### src/rtl/pipe_hazard_ctrl.sv
// Stall/flush scheduler for the five-stage pipeline: data, MDU and eret hazards plus exception flush.
// Define MDU_HAZARD_EN to build the multiply/divide busy counter and its stall; otherwise md_busy is tied 0.
module pipe_hazard_ctrl (
   input  logic       clk,
   input  logic       reset,
   input  logic [4:0] d_rs,
   input  logic [4:0] d_rt,
   input  logic [1:0] d_tuse_rs,
   input  logic [1:0] d_tuse_rt,
   input  logic [4:0] e_dst,
   input  logic [4:0] m_dst,
   input  logic [1:0] e_tnew,
   input  logic [1:0] m_tnew,
   input  logic       d_is_md,
   input  logic       e_md_start,
   input  logic       e_md_div,
   input  logic       d_is_eret,
   input  logic       e_mtc0_epc,
   input  logic       m_mtc0_epc,
   input  logic       exc_req,
   output logic       stall,
   output logic       flush_e,
   output logic       req,
   output logic       md_busy
);

   logic stall_rs;
   logic stall_rt;
   logic stall_md;
   logic stall_eret;

   // A source stalls only when a producer in E or M will not have its result ready in time.
   assign stall_rs = (d_rs != 5'd0) &
                     (((d_rs == e_dst) & (e_tnew > d_tuse_rs)) |
                      ((d_rs == m_dst) & (m_tnew > d_tuse_rs)));
   assign stall_rt = (d_rt != 5'd0) &
                     (((d_rt == e_dst) & (e_tnew > d_tuse_rt)) |
                      ((d_rt == m_dst) & (m_tnew > d_tuse_rt)));

`ifdef MDU_HAZARD_EN
   localparam logic [3:0] MULT_LAT = 4'd5;
   localparam logic [3:0] DIV_LAT  = 4'd10;

   logic [3:0] cnt;

   // Not cleared by an exception: a launched MDU op always runs to completion.
   always_ff @(posedge clk) begin
      if (reset) begin
         cnt <= 4'd0;
      end else if (e_md_start) begin
         cnt <= e_md_div ? DIV_LAT : MULT_LAT;
      end else if (cnt != 4'd0) begin
         cnt <= cnt - 4'd1;
      end
   end

   assign md_busy  = (cnt != 4'd0);
   assign stall_md = d_is_md & (md_busy | e_md_start);
`else
   logic unused_md;

   assign unused_md = ^{clk, reset, d_is_md, e_md_start, e_md_div};
   assign md_busy   = 1'b0;
   assign stall_md  = 1'b0;
`endif

   // eret must wait until any in-flight mtc0 to EPC has been written.
   assign stall_eret = d_is_eret & (e_mtc0_epc | m_mtc0_epc);

   assign req     = exc_req;
   assign stall   = (stall_rs | stall_rt | stall_md | stall_eret) & ~req;
   assign flush_e = stall;

endmodule

### config.mk
export PLATFORM = sky130hd
export DESIGN_NAME = pipe_hazard_ctrl
export DESIGN_NICKNAME = d
export VERILOG_FILES = /design/src/rtl/pipe_hazard_ctrl.sv
export SDC_FILE = /design/constraint.sdc
export NUM_CORES = 1
export LEC_CHECK = 0
export BUFFER_PORTS_ARGS = -buffer_cell sky130_fd_sc_hd__clkbuf_2
export CAP_MARGIN = 15
export CELL_PAD_IN_SITES_DETAIL_PLACEMENT = 0
export CELL_PAD_IN_SITES_GLOBAL_PLACEMENT = 1
export CORE_AREA = 2 2 46 48
export DETAILED_ROUTE_END_ITERATION = 10
export DIE_AREA = 0 0 48 50
export PLACE_DENSITY_LB_ADDON = 0.1
export SYNTH_ARGS = -nofsm -noshare
export SYNTH_HDL_FRONTEND = slang
export SYNTH_SLANG_ARGS = --single-unit
### constraint.sdc
create_clock -name vclk -period 1.9
set_clock_uncertainty 0.2 [all_clocks]
set_input_delay 0.095 -clock vclk [all_inputs]
set_output_delay 0.095 -clock vclk [all_outputs]
set_load 0.01 [all_outputs]
==> results of run 1 <==
[path summary, 6_finish.rpt]
check,cells after the start,startpoint,slack (ns),endpoint
setup / recovery,9,d_tuse_rs[1],0.16,flush_e
hold / removal,2,exc_req,0.19,req
[worst max-delay path, stage by stage]
cell      delay [ns]
clkbuf_2        0.07
inv_1           0.05
ha_1            0.30
nand2_1         0.06
nand4_1         0.09
nor4_1          0.33
o221ai_1        0.19
nand3_1         0.13
clkbuf_2        0.14
[cells in the mapped netlist]
| cell type | number |
|---|---|
| xnor2_1 | 13 |
| ha_1 | 8 |
| inv_1 | 8 |
| xor2_1 | 7 |
| a21oi_1 | 3 |
| buf_4 | 3 |
| nand2_1 | 3 |
| nand4_1 | 3 |
| nor4_1 | 3 |
| nand3_1 | 2 |
| o221ai_1 | 2 |
| or4_1 | 2 |
| a2111oi_2 | 1 |
| conb_1 | 1 |
| nor2b_1 | 1 |
| o211ai_1 | 1 |
| o21ai_0 | 1 |
[power by group]
part | internal [uW] | switching (uW) | total [uW] | leakage (uW)
combinational | 69.3 | 66.4 | 136 | 0.000331
sequential | 0 | 0 | 0 | 0
clock | 0 | 0 | 0 | 0
total | 69.3 | 66.4 | 136 | 0.000331
[final cells by class]
type,instances,area share
Inverter,8,0.0456
Multi-Input combinational cell,51,0.637
Tap cell,27,0.0513
Timing Repair Buffer,35,0.266
[logic make-up after synthesis]
group                      after synthesis
other                                    1
and+or+nand+nor                         14
xor gates and xnor gates                20
adders and majority gates                8
buffers and inverters                   11
AOI/OAI and AO/OA                        8
[metrics by stage]
stage | std cells | setup slack, ns | total power (uW) | utilization
2_1_floorplan | 62 | 0.332 | 78.3 | -
3_3_place_gp | 121 | 0.117 | 138 | 0.346
3_5_place_dp | 121 | 0.133 | 139 | 0.346
4_1_cts | 121 | 0.129 | 140 | 0.346
5_1_grt | 121 | 0.0246 | 154 | 0.346
6_report | 121 | 0.158 | 136 | 0.346
[per-layer routing]
layer,part of all wire,vias to the layer above,wire [um]
li1,-,280,-
met1,0.47,207,569
met2,0.47,23,562
met3,0.061,0,73
met4,0,0,0
met5,0,-,0
==> results.md, run 1 <==
* Crit-path max FO at 2
* Number of global-route vias before repair at 499
* Area post-placement at 658 sq um
* Overflow left after global routing at 0
* CP arrival at 1.45 ns
* YS warnings at 0
* Pwr dens at 206 nW/um^2
* Post-synthesis compound-gate area fraction at 0.127
* Max VDD drop at 86.3 uV
* 1st-iter DRT viols at 0
* Synthesis-to-finish area growth at 39.5%
* # IOs at 41
* Synthesized Nets at 107
* HPWL Detailed at 1200 um
* Hold buffers post-CTS at 0
* Vias per cell at 4.21
* First-pass GRT wire length at 1960 um
* # fillers at 218
* Drt drc at 0
* Worst hold margin at 0.193 ns
* Share of cells above drive strength 1 at 0.383
* Mux cell area share after synthesis at 0
* Max-slew violation count at 0
* Leak at 0.000331 uW
* Vias at 510
* Min cycle time layout at 1.74 ns
* Post-synthesis adder-cell area fraction at 0.212
* CP Class: in2out
* Largest net degree at the start of global routing at 4
* Total Routing Usage GR at 0.107
* WL final at 1210 um
* Syn avg cell area at 7.61 sq um
* Cell accounting for the most synthesized area: xnor2_1
* Crit. End Element: output port
* Area of the multi-input gates at 419 sq um
* XOR/XNOR Fraction of Synth Area at 0.371
* Post-CTS Resized at 0
* FMAX at 0.574 GHz
* Post-Syn Instances at 62
* GRT met1 Usage at 0.152
* Met3 track demand over resource at 0
* Post-Synthesis Cell Area at 472 sq um
* Largest family of logic cells by synthesized area: XOR/XNOR gates
* Diode count at 0
* Post-synth top area share at 0.241
* Register area share after synthesis at 0
* Reg area at 0 sq um
* Met2 GRT Util at 0.187
* Outcome: complete, no violations
* Nets at 141
* Commonest non-fill, non-tap cell in the layout: clkbuf_2
* Max Cap Viol at 0
* Min-Delay Path Class: in2out
* Core Box Area at 1900 sq um
* Worst setup SP type: input pin
* RePlAce Congestion at 0.723
* Period utilisation layout at 0.917
* # setup viols final at 0
* Sequential cells at 0
* DRT Pass-1 Iters at 1
* Fin. Hold Viols at 0
* Clock buffers at 0
* Most frequent cells in the layout: 35 x clkbuf_2, 13 x xnor2_1, 8 x inv_1, 8 x ha_1, 7 x xor2_1
* Die Wd at 48 um
* Initial antenna violation count at 0
* Number of setup buffers added after CTS at 0
* Die Area at 2400 sq um
* Top Usage Layer GRT: met2
* Yosys cell types at 17
* RSZ-0062 raised after global routing: no
* Rows at 16
* Simple-gate area share of the yosys netlist at 0.170
* Die H at 50 um
* Fin Setup TNS at 0 ns
* Area contributors post-synth: xnor2_1 24%, ha_1 21%, xor2_1 13%
* Initial Utilization at 0.248
* Port Buffers at 35
* Final non-filler cell area at 658 sq um
* Final ANT Viol Nets at 0
* CP required at 1.60 ns
* Wire per inst at 9.97 um
Power figures use the tool's default switching activity.
==> inputs of run 2 (changes only) <==
--- a/config.mk
+++ b/config.mk
@@ -5,13 +5,14 @@
 export SDC_FILE = /design/constraint.sdc
 export NUM_CORES = 1
 export LEC_CHECK = 0
+export ABC_AREA = 1
 export BUFFER_PORTS_ARGS = -buffer_cell sky130_fd_sc_hd__clkbuf_2
-export CAP_MARGIN = 15
+export CAP_MARGIN = 20
 export CELL_PAD_IN_SITES_DETAIL_PLACEMENT = 0
 export CELL_PAD_IN_SITES_GLOBAL_PLACEMENT = 1
-export CORE_AREA = 2 2 46 48
+export CORE_AREA = 2 2 52 54
 export DETAILED_ROUTE_END_ITERATION = 10
-export DIE_AREA = 0 0 48 50
+export DIE_AREA = 0 0 54 56
 export PLACE_DENSITY_LB_ADDON = 0.1
 export SYNTH_ARGS = -nofsm -noshare
 export SYNTH_HDL_FRONTEND = slang
==> run 2 against run 1 <==
Flip-flop and latch count did not move. Hold slack about the same. Routed wire length increased by 39%. Largest power group unchanged. Setup slack gained 0.13 ns. Non-clock buffer count unchanged.
==> results.md, run 2 <==
* Crit-path max FO at 2 (unchanged)
* Initial Utilization at 0.251 (+0.00300)
* Diode count at 0 (unchanged)
* Worst setup SP type: input pin
* Core Box Area at 2430 sq um (+28%)
* Port Buffers at 35 (unchanged)
* Die Area at 3020 sq um (+26%)
* 1st-iter DRT viols at 15 (+15)
* Cell accounting for the most synthesized area: nand2_1
* Vias at 781 (+53%)
* # IOs at 41 (unchanged)
* Min-Delay Path Class: in2out
* Max VDD drop at 69.3 uV (-20%)
* First-pass GRT wire length at 2970 um (+52%)
* Most common cell in the netlist: nand2_1
* CP arrival at 1.32 ns (-0.13 ns)
* Min cycle time layout at 1.61 ns (-0.130 ns)
* Reg area at 0 sq um (unchanged)
* WL final at 1680 um (+39%)
* Top Family by Delay on Critical Path: simple AND/OR/NAND/NOR gates
* Pwr dens at 200 nW/um^2 (-3.1%)
* Final non-filler cell area at 801 sq um (+22%)
* Post-CTS Resized at 0 (unchanged)
* Leak at 0.000557 uW (+68%)
* DRT Pass-1 Iters at 4 (+3)
* Number of setup buffers added after CTS at 0 (unchanged)
* Nets at 205 (+45%)
* Post-Synthesis Cell Area at 611 sq um (+29%)
* CP required at 1.60 ns (about the same)
* CP Class: in2out
* FMAX at 0.620 GHz (+8.1%)
* Max Cap Viol at 0 (unchanged)
* Post-Syn Instances at 126 (+100%)
* CP max stage delay at 0.30 ns (-0.03 ns)
* Commonest non-fill, non-tap cell in the layout: nand2_1
* Drt drc at 0 (unchanged)
* Synthesis-to-finish area growth at 31.1%
* Vias per cell at 4.15 (-1.4%)
* HPWL Detailed at 1590 um (+33%)
* Total Routing Usage GR at 0.124 (+0.0169)
* Critical path cell sequence: clkbuf_2 > inv_1 > ha_1 > nand2_1 > inv_2 > nor2_2 > nand2_1 > nor2_2 > nand2_1 > nand2_1 > nand2_1 > nand3_1 > nand2_1 > inv_1 > clkbuf_2
* Die H at 56 um (+12%)
* Tot Pwr at 160 uW (+18%)
* Sequential cells at 0 (unchanged)
* Area post-placement at 801 sq um (+22%)
* Share of cells above drive strength 1 at 0.278 (-0.104)
* Die Wd at 54 um (+13%)
* RSZ-0062 raised after global routing: no
* Initial antenna violation count at 0 (unchanged)
* Largest net degree at the start of global routing at 6 (+2)
* Crit-path slowest cell: ha_1
* Register area share after synthesis at 0 (unchanged)
* # setup viols final at 0 (unchanged)
* RePlAce Congestion at 0.719 (-0.61%)
* Syn avg cell area at 4.85 sq um (-36%)
* Final ANT Viol Nets at 0 (unchanged)
* Overflow left after global routing at 0 (unchanged)
* Yosys cell types at 18 (+1)
* Post-synth top area share at 0.295 (+0.0537)
* YS warnings at 0 (unchanged)
* Hold buffers post-CTS at 0 (unchanged)
* Bufs and invs on worst path at 5 (+2)
* Clock buffers at 0 (unchanged)
* Most used cell, CP: nand2_1
* Rows at 18 (+2)
* Max-slew violation count at 0 (unchanged)
* Crit. End Element: output port
* Synthesized Nets at 171 (+60%)
* Most frequent cells in the layout: 48 x nand2_1, 35 x clkbuf_2, 21 x inv_1
* Area contributors post-synth: nand2_1 30%, ha_1 16%, inv_1 13%
* Number of global-route vias before repair at 760 (+52%)
* Period utilisation layout at 0.848 (-0.0684)
* Wire per inst at 8.91 um (-11%)
* Fin. Hold Viols at 0 (unchanged)
* Outcome: complete, no violations
* Fin Setup TNS at 0 ns (unchanged)
* Synth top cells by count: 48 x nand2_1, 21 x inv_1, 14 x nor2_1, 8 x ha_1, 8 x nand3_1
-- run 2: final timing paths --
path / start / slack (ns) / end / cells after the start
worst max-delay path: d_tuse_rt[1] / 0.29 / flush_e / 15
worst min-delay path: exc_req / 0.19 / req / 2
-- run 2: per-stage QoR --
step | hold WS (ns) | cells | util | setup slack, ns
global route | 0.204 | 188 | 0.329 | 0.110
global placement | 0.195 | 188 | 0.329 | 0.302
detailed placement | 0.195 | 188 | 0.329 | 0.271
finish | 0.193 | 188 | 0.329 | 0.288
CTS | 0.195 | 188 | 0.329 | 0.271
floorplan | 0.0818 | 126 | - | 0.410
-- run 2: kinds of logic after synthesis --
kind of cell               count (synthesis)  share of synthesized area
buffers and inverters                     31                      0.209
and+or+nand+nor                           75                      0.502
xor gates and xnor gates                   4                     0.0574
AOI/OAI and AO/OA                          7                     0.0615
other                                      1                    0.00614
adders and majority gates                  8                      0.164
-- run 2: layer usage --
metal	global-route usage	wire length, um	share of wire
met1	0.176	833	0.50
met2	0.214	734	0.44
met3	0.00538	108	0.064
met4	0	0	0
met5	0	0	0
-- run 2: layout make-up --
cell class,count,area [sq um]
Fill cell,304,1630
Timing Repair Buffer,35,175
Tap cell,30,37.5
Multi-Input combinational cell,95,483
Inverter,28,105
-- run 2: power breakdown --
| part | switching, uW | leakage [uW] | internal [uW] |
|---|---|---|---|
| combinational | 89.6 | 0.000557 | 70.5 |
| sequential | 0 | 0 | 0 |
| clock | 0 | 0 | 0 |
| total | 89.6 | 0.000557 | 70.5 |
==> inputs of run 3 (changes only) <==
--- a/config.mk
+++ b/config.mk
@@ -10,9 +10,9 @@
 export CAP_MARGIN = 20
 export CELL_PAD_IN_SITES_DETAIL_PLACEMENT = 0
 export CELL_PAD_IN_SITES_GLOBAL_PLACEMENT = 1
-export CORE_AREA = 2 2 52 54
+export CORE_AREA = 2 2 54 56
 export DETAILED_ROUTE_END_ITERATION = 10
-export DIE_AREA = 0 0 54 56
+export DIE_AREA = 0 0 56 58
 export PLACE_DENSITY_LB_ADDON = 0.1
 export SYNTH_ARGS = -nofsm -noshare
 export SYNTH_HDL_FRONTEND = slang
==> constraint.sdc (replaced) <==
create_clock -name vclk -period 1.3
set_clock_uncertainty 0.2 [all_clocks]
set_input_delay 0.065 -clock vclk [all_inputs]
set_output_delay 0.065 -clock vclk [all_outputs]
set_load 0.01 [all_outputs]
==> run 3 against run 2 <==
The flow now finishes with violations (setup timing). Flip-flop and latch count stayed put. Setup slack worse by 0.47 ns. Sequential share of layout area stayed put. Combinational power is 67% higher. Final cell count is 0.53% higher. Power is 67% higher. Die area is 7.4% higher. Non-clock buffer count stayed put. Hold slack worse by 0.056 ns. Design area is 11% higher. Critical path depth is 1 lower. Critical path type unchanged.
==> results.md, run 3 (synthesis results as in run 2) <==
* Drt drc at 0 (unchanged)
* Post-route setup slack at -0.179 ns (-0.467 ns)
* HPWL Detailed at 1620 um (+2.0%)
* Vias at 793 (+1.5%)
* Fin Setup TNS at -0.357 ns (-0.357 ns)
* Area of the multi-input gates at 531 sq um (+9.8%)
* WL final at 1730 um (+2.9%)
* Nets at 205 (unchanged)
* Failing checks: setup timing
* Overflow left after global routing at 0 (unchanged)
* Max-slew violation count at 0 (unchanged)
* Number of setup buffers added after CTS at 0 (unchanged)
* Top Usage Layer GRT: met2
* Area post-placement at 845 sq um (+5.5%)
* Core Box Area at 2660 sq um (+9.5%)
* RSZ-0062 raised after global routing: yes
* Synthesis-to-finish area growth at 45.1%
* Met3 track demand over resource at 0.00670 (+0.00132)
* Final ANT Viol Nets at 0 (unchanged)
* Tot Pwr at 267 uW (+67%)
* # setup viols final at 2 (+2)
* Die H at 58 um (+3.6%)
* DRT Pass-1 Iters at 4 (unchanged)
* CP required at 1.03 ns (-0.57 ns)
* Fin. Hold Viols at 0 (unchanged)
* # fillers at 332 (+9.2%)
* Worst setup SP type: input pin
* Final non-filler cell area at 886 sq um (+11%)
* # IOs at 41 (unchanged)
* Hold buffers post-CTS at 0 (unchanged)
* Max VDD drop at 100 uV (+45%)
* Initial antenna violation count at 0 (unchanged)
* Pwr dens at 301 nW/um^2 (+51%)
* 1st-iter DRT viols at 3 (-12)
* Initial Utilization at 0.229 (-0.0217)
* Max Cap Viol at 0 (unchanged)
* CP arrival at 1.21 ns (-0.11 ns)
* Crit. End Element: output port
* First-pass GRT wire length at 2930 um (-1.6%)
* Outcome: finished with violations
* RePlAce Congestion at 0.732 (+1.8%)
* Met2 GRT Util at 0.205 (-0.00924)
* Fin cells at 189 (+0.53%)
* Period utilisation layout at 1.14
* Sequential cells at 0 (unchanged)
* Util after Layout at 0.333 (+0.00349)
* Crit-path max FO at 2 (unchanged)
* CP Class: in2out
* Clock buffers at 0 (unchanged)
* Rows at 19 (+1)
* Vias per cell at 4.20 (+1.0%)
* Reg area at 0 sq um (unchanged)
* GRT met1 Usage at 0.142 (-0.0348)
* Die Area at 3250 sq um (+7.4%)
* Commonest non-fill, non-tap cell in the layout: nand2_1
* Largest net degree at the start of global routing at 6 (unchanged)
* Wire per inst at 9.13 um (+2.4%)
* Number of global-route vias before repair at 747 (-1.7%)
* FMAX at 0.676 GHz
* Min-Delay Path Class: in2out
* Leak at 0.000565 uW (+1.4%)
* Port Buffers at 35 (unchanged)
* Total Routing Usage GR at 0.107 (-0.0164)
* Die Wd at 56 um (+3.7%)
* Most frequent cells in the layout: 47 x nand2_1, 31 x clkbuf_2, 17 x inv_1
* Diode count at 0 (unchanged)
* Min cycle time layout at 1.48 ns
* Placed insts at 189 (+0.53%)
* Share of cells above drive strength 1 at 0.342 (+0.0633)
==> run 3: layer usage <==
layer	vias up	share of wire
met4	0	0
met1	334	0.47
met5	-	0
met3	0	0.050
li1	441	-
met2	18	0.48
==> run 3: worst paths after layout <==
check | start | to | slack, ns | cells past startpoint
worst max-delay path | d_tuse_rt[1] | stall | -0.18 | 14
worst min-delay path | exc_req | req | 0.14 | 2
==> run 3: what timing repair did <==
action / CTS / global route
pin swaps: 0 / 7
cloned: 0 / 0
endpoints found under the setup margin: 2 / 2
gates resized for setup: 1 / 14
==> run 3: where the power goes <==
part / internal, uW / switching [uW]
Combinational: 122 / 145
Sequential: 0 / 0
Clock: 0 / 0
==> run 3: per-stage QoR <==
stage	hold slack, ns	setup slack [ns]
CTS	0.139	-0.252
global placement	0.135	-0.258
floorplan	0.0218	0.00413
detailed placement	0.139	-0.255
global route	0.147	-0.345
finish	0.137	-0.179
==> run 3: cell type report <==
type / count / share of cell area
multi-input combinational: 95 / 0.599
timing repair buffer: 35 / 0.230
inverter: 28 / 0.127
tap: 31 / 0.0438
==> run 3: worst max-delay path, stage by stage <==
cell and delay, ns:
buf_8 0.08, inv_6 0.03, ha_4 0.25, inv_2 0.02
o21bai_1 0.13, nand2_1 0.08, nor2_2 0.11, nand2_1 0.05
nand2_1 0.06, nand2_1 0.05, nand3_2 0.07, nand2_2 0.05
inv_2 0.06, buf_6 0.10
